File: src/rtl/elevator_pkg.sv
// Shared types and constants for the three-floor elevator controller.
package elevator_pkg;

   localparam int FLOOR_W    = 2;
   localparam int MAX_FLOOR  = 2;
   localparam int NUM_FLOORS = 3;

   typedef enum logic [2:0] {
      IDLE      = 3'd0,
      MOVE_UP   = 3'd1,
      MOVE_DOWN = 3'd2,
      DOOR_OPEN = 3'd3,
      HALT      = 3'd4
   } state_t;

   // Mask of floors strictly above f.
   function automatic logic [NUM_FLOORS-1:0] above_mask(input logic [FLOOR_W-1:0] f);
      logic [NUM_FLOORS-1:0] m;
      m = '0;
      for (int i = 0; i < NUM_FLOORS; i++) begin
         if (i > int'(f)) m[i] = 1'b1;
      end
      return m;
   endfunction

   function automatic logic [NUM_FLOORS-1:0] below_mask(input logic [FLOOR_W-1:0] f);
      logic [NUM_FLOORS-1:0] m;
      m = '0;
      for (int i = 0; i < NUM_FLOORS; i++) begin
         if (i < int'(f)) m[i] = 1'b1;
      end
      return m;
   endfunction

endpackage

File: src/rtl/elevator_floor_ctrl_if.sv
// Signal bundle between the floor controller and its surroundings (buttons,
// move-timing block, display/door logic). State is exported for observation.
interface elevator_floor_ctrl_if;
   import elevator_pkg::*;

   // No valid/ready handshake: buttons are async active-low levels, move_clk is
   // a level whose rising edge is one step, and all outputs are plain status.
   logic                  button1;
   logic                  button2;
   logic                  button3;
   logic                  move_clk;
   logic                  sos_mode;
   logic                  weight_limit_exceeded;
   logic [FLOOR_W-1:0]    current_floor;
   logic                  moving;
   logic                  dir_up;
   logic                  door_open;
   logic [NUM_FLOORS-1:0] requests;
   logic                  arrived;
   state_t                state;

   modport master (
      output button1, button2, button3, move_clk, sos_mode, weight_limit_exceeded,
      input  current_floor, moving, dir_up, door_open, requests, arrived, state
   );

   modport slave (
      input  button1, button2, button3, move_clk, sos_mode, weight_limit_exceeded,
      output current_floor, moving, dir_up, door_open, requests, arrived, state
   );

endinterface

File: src/rtl/button_sync.sv
// Two-flop synchronizer for an active-low button plus a one-cycle press pulse
// on the synchronized falling edge.
module button_sync (
   input  logic clk,
   input  logic rst_n,
   input  logic btn_n,
   output logic press
);

   logic sync1;
   logic sync2;
   logic sync2_d;

   always_ff @(posedge clk or negedge rst_n) begin
      if (!rst_n) begin
         sync1   <= 1'b1;
         sync2   <= 1'b1;
         sync2_d <= 1'b1;
      end else begin
         sync1   <= btn_n;
         sync2   <= sync1;
         sync2_d <= sync2;
      end
   end

   assign press = sync2_d & ~sync2;

endmodule

File: src/rtl/elevator_floor_ctrl.sv
// Floor controller: owns car position, latched calls, travel direction and
// door timing; advances one floor or one door tick per move_clk step.
module elevator_floor_ctrl
   import elevator_pkg::*;
#(
   parameter int DOOR_STEPS = 2
) (
   input logic            clk,
   input logic            rst_n,
   elevator_floor_ctrl_if.slave bus
);

   state_t                state, state_n;
   logic [FLOOR_W-1:0]    floor_q, floor_n, nf;
   logic                  dir_q, dir_n;
   logic [NUM_FLOORS-1:0] req_q, set, clr;
   logic [3:0]            cnt_q, cnt_n;
   logic                  arrived_q, arrived_n;
   logic                  move_clk_d;
   logic                  step;
   logic                  req_above, req_below;

   button_sync u_sync0 (.clk(clk), .rst_n(rst_n), .btn_n(bus.button1), .press(set[0]));
   button_sync u_sync1 (.clk(clk), .rst_n(rst_n), .btn_n(bus.button2), .press(set[1]));
   button_sync u_sync2 (.clk(clk), .rst_n(rst_n), .btn_n(bus.button3), .press(set[2]));

   assign step      = bus.move_clk & ~move_clk_d;
   assign req_above = |(req_q & above_mask(floor_q));
   assign req_below = |(req_q & below_mask(floor_q));

   always_ff @(posedge clk or negedge rst_n) begin
      if (!rst_n) begin
         state      <= IDLE;
         floor_q    <= '0;
         dir_q      <= 1'b1;
         req_q      <= '0;
         cnt_q      <= '0;
         arrived_q  <= 1'b0;
         move_clk_d <= 1'b0;
      end else begin
         state      <= state_n;
         floor_q    <= floor_n;
         dir_q      <= dir_n;
         // A clear in the same cycle as a set wins: the car is at that floor.
         req_q      <= (req_q | set) & ~clr;
         cnt_q      <= cnt_n;
         arrived_q  <= arrived_n;
         move_clk_d <= bus.move_clk;
      end
   end

   always_comb begin
      state_n   = state;
      floor_n   = floor_q;
      dir_n     = dir_q;
      cnt_n     = cnt_q;
      clr       = '0;
      arrived_n = 1'b0;
      nf        = floor_q;

      if (bus.sos_mode) begin
         state_n = HALT;
      end else begin
         case (state)
            IDLE: begin
               if (req_q[floor_q]) begin
                  state_n      = DOOR_OPEN;
                  clr[floor_q] = 1'b1;
                  arrived_n    = 1'b1;
                  cnt_n        = 4'(DOOR_STEPS);
               end else if (!bus.weight_limit_exceeded) begin
                  if (req_above) begin
                     state_n = MOVE_UP;
                     dir_n   = 1'b1;
                  end else if (req_below) begin
                     state_n = MOVE_DOWN;
                     dir_n   = 1'b0;
                  end
               end
            end

            MOVE_UP, MOVE_DOWN: begin
               if (step) begin
                  if (state == MOVE_UP)
                     nf = (floor_q == FLOOR_W'(MAX_FLOOR)) ? floor_q : floor_q + 2'd1;
                  else
                     nf = (floor_q == '0) ? floor_q : floor_q - 2'd1;
                  floor_n = nf;
                  if (req_q[nf]) begin
                     state_n   = DOOR_OPEN;
                     clr[nf]   = 1'b1;
                     arrived_n = 1'b1;
                     cnt_n     = 4'(DOOR_STEPS);
                  end else if (nf == floor_q) begin
                     state_n = IDLE;
                  end
               end
            end

            DOOR_OPEN: begin
               if (set[floor_q] || req_q[floor_q]) begin
                  clr[floor_q] = 1'b1;
                  cnt_n        = 4'(DOOR_STEPS);
               end else if (!bus.weight_limit_exceeded && step) begin
                  if (cnt_q <= 4'd1) begin
                     cnt_n = '0;
                     // Keep going the same way while calls remain ahead.
                     if (dir_q && req_above) begin
                        state_n = MOVE_UP;
                     end else if (!dir_q && req_below) begin
                        state_n = MOVE_DOWN;
                     end else if (req_above) begin
                        state_n = MOVE_UP;
                        dir_n   = 1'b1;
                     end else if (req_below) begin
                        state_n = MOVE_DOWN;
                        dir_n   = 1'b0;
                     end else begin
                        state_n = IDLE;
                     end
                  end else begin
                     cnt_n = cnt_q - 4'd1;
                  end
               end
            end

            HALT:    state_n = IDLE;
            default: state_n = IDLE;
         endcase
      end
   end

   assign bus.current_floor = floor_q;
   assign bus.moving        = (state == MOVE_UP) || (state == MOVE_DOWN);
   assign bus.dir_up        = dir_q;
   assign bus.door_open     = (state == DOOR_OPEN);
   assign bus.requests      = req_q;
   assign bus.arrived       = arrived_q;
   assign bus.state         = state;

endmodule

File: src/flat_wrapper.sv
// flat-port wrapper written by rule: the top's interface ports become plain ports
module elevator_floor_ctrl_flat import elevator_pkg::*;
#(
   parameter int DOOR_STEPS = 2
)
  (clk, rst_n, bus_button1, bus_button2, bus_button3, bus_move_clk, bus_sos_mode, bus_weight_limit_exceeded, bus_current_floor, bus_moving, bus_dir_up, bus_door_open, bus_requests, bus_arrived, bus_state);
  elevator_floor_ctrl_if bus_i ();
  input logic clk;
  input logic rst_n;
  input wire logic [$bits(bus_i.button1)-1:0] bus_button1;
  input wire logic [$bits(bus_i.button2)-1:0] bus_button2;
  input wire logic [$bits(bus_i.button3)-1:0] bus_button3;
  input wire logic [$bits(bus_i.move_clk)-1:0] bus_move_clk;
  input wire logic [$bits(bus_i.sos_mode)-1:0] bus_sos_mode;
  input wire logic [$bits(bus_i.weight_limit_exceeded)-1:0] bus_weight_limit_exceeded;
  output wire logic [$bits(bus_i.current_floor)-1:0] bus_current_floor;
  output wire logic [$bits(bus_i.moving)-1:0] bus_moving;
  output wire logic [$bits(bus_i.dir_up)-1:0] bus_dir_up;
  output wire logic [$bits(bus_i.door_open)-1:0] bus_door_open;
  output wire logic [$bits(bus_i.requests)-1:0] bus_requests;
  output wire logic [$bits(bus_i.arrived)-1:0] bus_arrived;
  output wire logic [$bits(bus_i.state)-1:0] bus_state;
  assign bus_i.button1 = bus_button1;
  assign bus_i.button2 = bus_button2;
  assign bus_i.button3 = bus_button3;
  assign bus_i.move_clk = bus_move_clk;
  assign bus_i.sos_mode = bus_sos_mode;
  assign bus_i.weight_limit_exceeded = bus_weight_limit_exceeded;
  assign bus_current_floor = bus_i.current_floor;
  assign bus_moving = bus_i.moving;
  assign bus_dir_up = bus_i.dir_up;
  assign bus_door_open = bus_i.door_open;
  assign bus_requests = bus_i.requests;
  assign bus_arrived = bus_i.arrived;
  assign bus_state = bus_i.state;
  elevator_floor_ctrl #(.DOOR_STEPS(DOOR_STEPS)) u_core (.clk(clk), .rst_n(rst_n), .bus(bus_i));
endmodule
File: config.mk
export PLATFORM = sky130hd
export DESIGN_NAME = elevator_floor_ctrl_flat
export DESIGN_NICKNAME = d
export VERILOG_FILES = /design/src/rtl/elevator_pkg.sv /design/src/rtl/elevator_floor_ctrl_if.sv /design/src/rtl/button_sync.sv /design/src/rtl/elevator_floor_ctrl.sv /design/src/flat_wrapper.sv
export SDC_FILE = /design/constraint.sdc
export NUM_CORES = 1
export LEC_CHECK = 0
export CORE_ASPECT_RATIO = 1.4
export CORE_MARGIN = 5
export CORE_UTILIZATION = 45
export CTS_CLUSTER_SIZE = 40
export DETAILED_ROUTE_END_ITERATION = 10
export PLACE_DENSITY_LB_ADDON = 0.05
export REMOVE_ABC_BUFFERS = 1
export SLEW_MARGIN = 20
export SYNTH_ARGS = -nofsm -noshare
export SYNTH_HDL_FRONTEND = slang
export SYNTH_HIERARCHICAL = 1
export SYNTH_SLANG_ARGS = --single-unit
File: constraint.sdc
create_clock -name clk -period 5.98 [get_ports clk]
set_input_delay 0.598 -clock clk [delete_from_list [all_inputs] [get_ports clk]]
set_output_delay 0.598 -clock clk [all_outputs]
set_load 0.02 [all_outputs]
==> summary.txt <==
status: completed
number of filler instances in the final layout: 302
register area share after synthesis: 0.398
VDD IR max: 162 uV
adder-cell area share of the yosys netlist: 0.0731
CTS tree: done
DR vias: 1208
max-slew violations: 0
synth unique cells: 54
Clock Skew: 0.00332 ns
CP Data Required Time: 6.13 ns
Synth-to-Final Area Change: 17.2%
die outline height: 79.3 um
CTS Buf Count: 3
Min-Delay Path Class: in -> async
crit-path cells: inv_1, ha_1, nand2b_1, mux2i_1, nand2_1, o211a_1, a221o_1, mux2_1
RSZ-0062 raised after global routing: no
Synth Register Bits: 24
nets: 186
Die X: 59.5 um
clock latency on the worst-skew pair: 0.26 ns
DRT Wirelength: 3.27 mm
Design Power: 0.610 mW
async set-reset flop share out of synthesis: 1.00
Mean Syn Cell Area: 10.2 um2
Max-Slew Margin vs Limit: 0.632
largest net degree at the start of global routing: 25
initial DRC count: 43
Final setup viols: 0
CP Max Fanout: 15
first-pass GRT wire length: 5.51 mm
largest family of logic cells by synthesized area: simple AND/OR/NAND/NOR gates
cell area after synthesis: 1540 um2
startpoint types: register
FF+latch area: 613 um2
Vias/cell: 5.81
max incr delay on CP: 0.64 ns
initial core utilization: 0.461
share of cells above drive strength 1: 0.161
XOR/XNOR share of the synthesized area: 0.0170
Data arrival, critical path: 2.81 ns
simple-gate share of the synthesized area: 0.203
DRT antenna net count: 0
Tcrit/Tclk final: 0.445
Yosys warnings: 6
post-CTS setup buffer count: 0
total of max-cap violations: 0
setup ws final: 3.32 ns
DRT Pass-1 Iters: 4
dpl ws: 3.32 ns
initial antenna violation count: 0
compound-cell area share of the yosys netlist: 0.184
critical path class: reg -> reg
worst path bufs/invs: 1
power density over the cells: 338 nW/um2
CTS Buffer Depth: 2
slowest CP cell: dfrtp_1
clk sinks: 24
Post-Synthesis Cells: 151
IO buf count: 19
Yosys top cell by area: dfrtp_1
Core ar.: 3350 um2
CTS resizes: 0
hold-fix buffers at CTS: 0
gr ovfl total: 0
Crit path max-delay family: flip-flops
EDFF count, synth: 0
top post-synthesis cells by area: dfrtp_1 23%, dfstp_2 17%, ha_1 7.3%
top_reg_cell synth: dfrtp_1
mux contribution to synthesized area: 0.0763
kind of end point of the critical path: register
DRC: 0
# rows: 25
global-route usage over all layers: 0.155
Root Buffer: clkbuf_8
Tmin final: 2.66 ns
multi-input logic area: 853 um2
diodes inserted: 0
# IOs: 20
Hold Vio Cnt, Final: 0
WL/cell: 15.7 um
CTS H-tree lvls: 1
post-layout util: 0.540
final setup TNS: 0 ns
clock slew at reported path FFs: 0.09 ns
hpwl dp: 2.47 mm
worst slew pin tran: 0.553 ns
post-synth top area share: 0.227
FF-to-FF path depth: 8
vias in the first global route: 1159
fmax: 376 MHz
Die ar.: 4710 um2
GP Congestion: 0.992
Static Leak: 0.765 nW
Crit path depth: 8
-- worst paths after layout --
check                                            start                           to  slack (ns)
max                        u_core/bus.current_floor[1]          u_core/bus.state[1]        3.32
min                                              rst_n  u_core/bus.current_floor[0]        0.30
max reg2reg                u_core/bus.current_floor[1]          u_core/bus.state[1]        3.32
min reg2reg                       u_core/u_sync1/sync1         u_core/u_sync1/sync2        0.36
max in group asynchronous                        rst_n       u_core/u_sync0/sync2_d        5.31
min in group clk                  u_core/u_sync1/sync1         u_core/u_sync1/sync2        0.36
-- where the power goes --
group          switching [mW]  internal, mW  leakage [nW]  total, mW
Sequential             0.0399         0.186         0.272      0.226
Combinational           0.132         0.111         0.457      0.243
Clock                  0.0515        0.0894        0.0357      0.141
-- area by class of cell --
| class | instances | share of cell area |
|---|---|---|
| clock buffers | 3 | 0.0229 |
| clock inverters | 1 | 0.0166 |
| inverters | 9 | 0.0187 |
| multi-input cells | 112 | 0.472 |
| flip-flops and latches | 24 | 0.339 |
| well taps | 40 | 0.0277 |
| repair buffers | 19 | 0.102 |
-- synth_stat cells, types with 2 or more instances --
cell and instances:
mux2i_1 5, nor2b_4 3, nor2_1 14, nand2b_1 3, clkbuf_1 3, xnor2_1 2
nand3b_1 2, buf_6 2, dfrtp_1 14, a221oi_1 2, nor3_1 7, a21oi_1 4
a311oi_1 2, ha_1 9, inv_1 8, nand3_1 3, dfstp_2 10, o31ai_1 2
a31oi_1 2, nand2_1 8, nor2b_1 3, o21ai_0 8, o21a_1 2, mux2_1 3
-- state kept, by name, indices dropped and copies added (netlist names), 2 cells and up --
name and cells:
u_core/cnt_q 4, u_core/bus.requests 3, u_core/bus.current_floor 2, u_core/bus.state 3
-- placed cells by master, fill, tap and decap left out, types with 2 or more instances in the layout --
cell / netlist / layout
a21oi_1: 4 / 4
a221oi_1: 2 / 2
a311oi_1: 2 / 2
a31oi_1: 2 / 2
clkbuf_8: 0 / 3
clkdlybuf4s50_1: 0 / 18
dfrtp_1: 14 / 14
dfstp_2: 10 / 10
ha_1: 9 / 9
inv_1: 8 / 8
mux2_1: 3 / 3
mux2i_1: 5 / 5
nand2_1: 8 / 8
nand2b_1: 3 / 3
nand3_1: 3 / 3
nand3b_1: 2 / 2
nor2_1: 14 / 14
nor2b_1: 3 / 3
nor2b_4: 3 / 3
nor3_1: 7 / 7
o21a_1: 2 / 2
o21ai_0: 8 / 8
o31ai_1: 2 / 2
xnor2_1: 2 / 2
-- layer usage --
layer / share of wire / wire [um] / track usage / vias up
met5: 0 / 0 / 0 / -
met4: 0.027 / 89 / 0.0794 / 0
met3: 0.042 / 139 / 0.0325 / 7
met2: 0.50 / 1640 / 0.263 / 34
met1: 0.43 / 1400 / 0.176 / 581
li1: - / - / - / 586
-- cells by family after synthesis --
kind of cell / after synthesis
buffers and inverters: 15
muxes: 10
adders and majority gates: 9
AOI/OAI and AO/OA: 37
xor gates and xnor gates: 3
and+or+nand+nor: 53
DFF: 24
-- through the flow --
step | hold slack, ns | area (um2) | cells
5_1_grt | 0.334 | 1810 | 208
4_1_cts | 0.362 | 1810 | 208
6_report | 0.304 | 1810 | 208
2_1_floorplan | 0.302 | 1500 | 145
3_3_place_gp | 0.346 | 1740 | 204
3_5_place_dp | 0.349 | 1740 | 204
-- worst register-to-register path: stages (launching register included) --
cell and delay (ns):
dfrtp_1 0.64, inv_1 0.19, ha_1 0.36, nand2b_1 0.15, mux2i_1 0.24, nand2_1 0.09, o211a_1 0.17, a221o_1 0.38
mux2_1 0.32
Power figures use the tool's default switching activity.
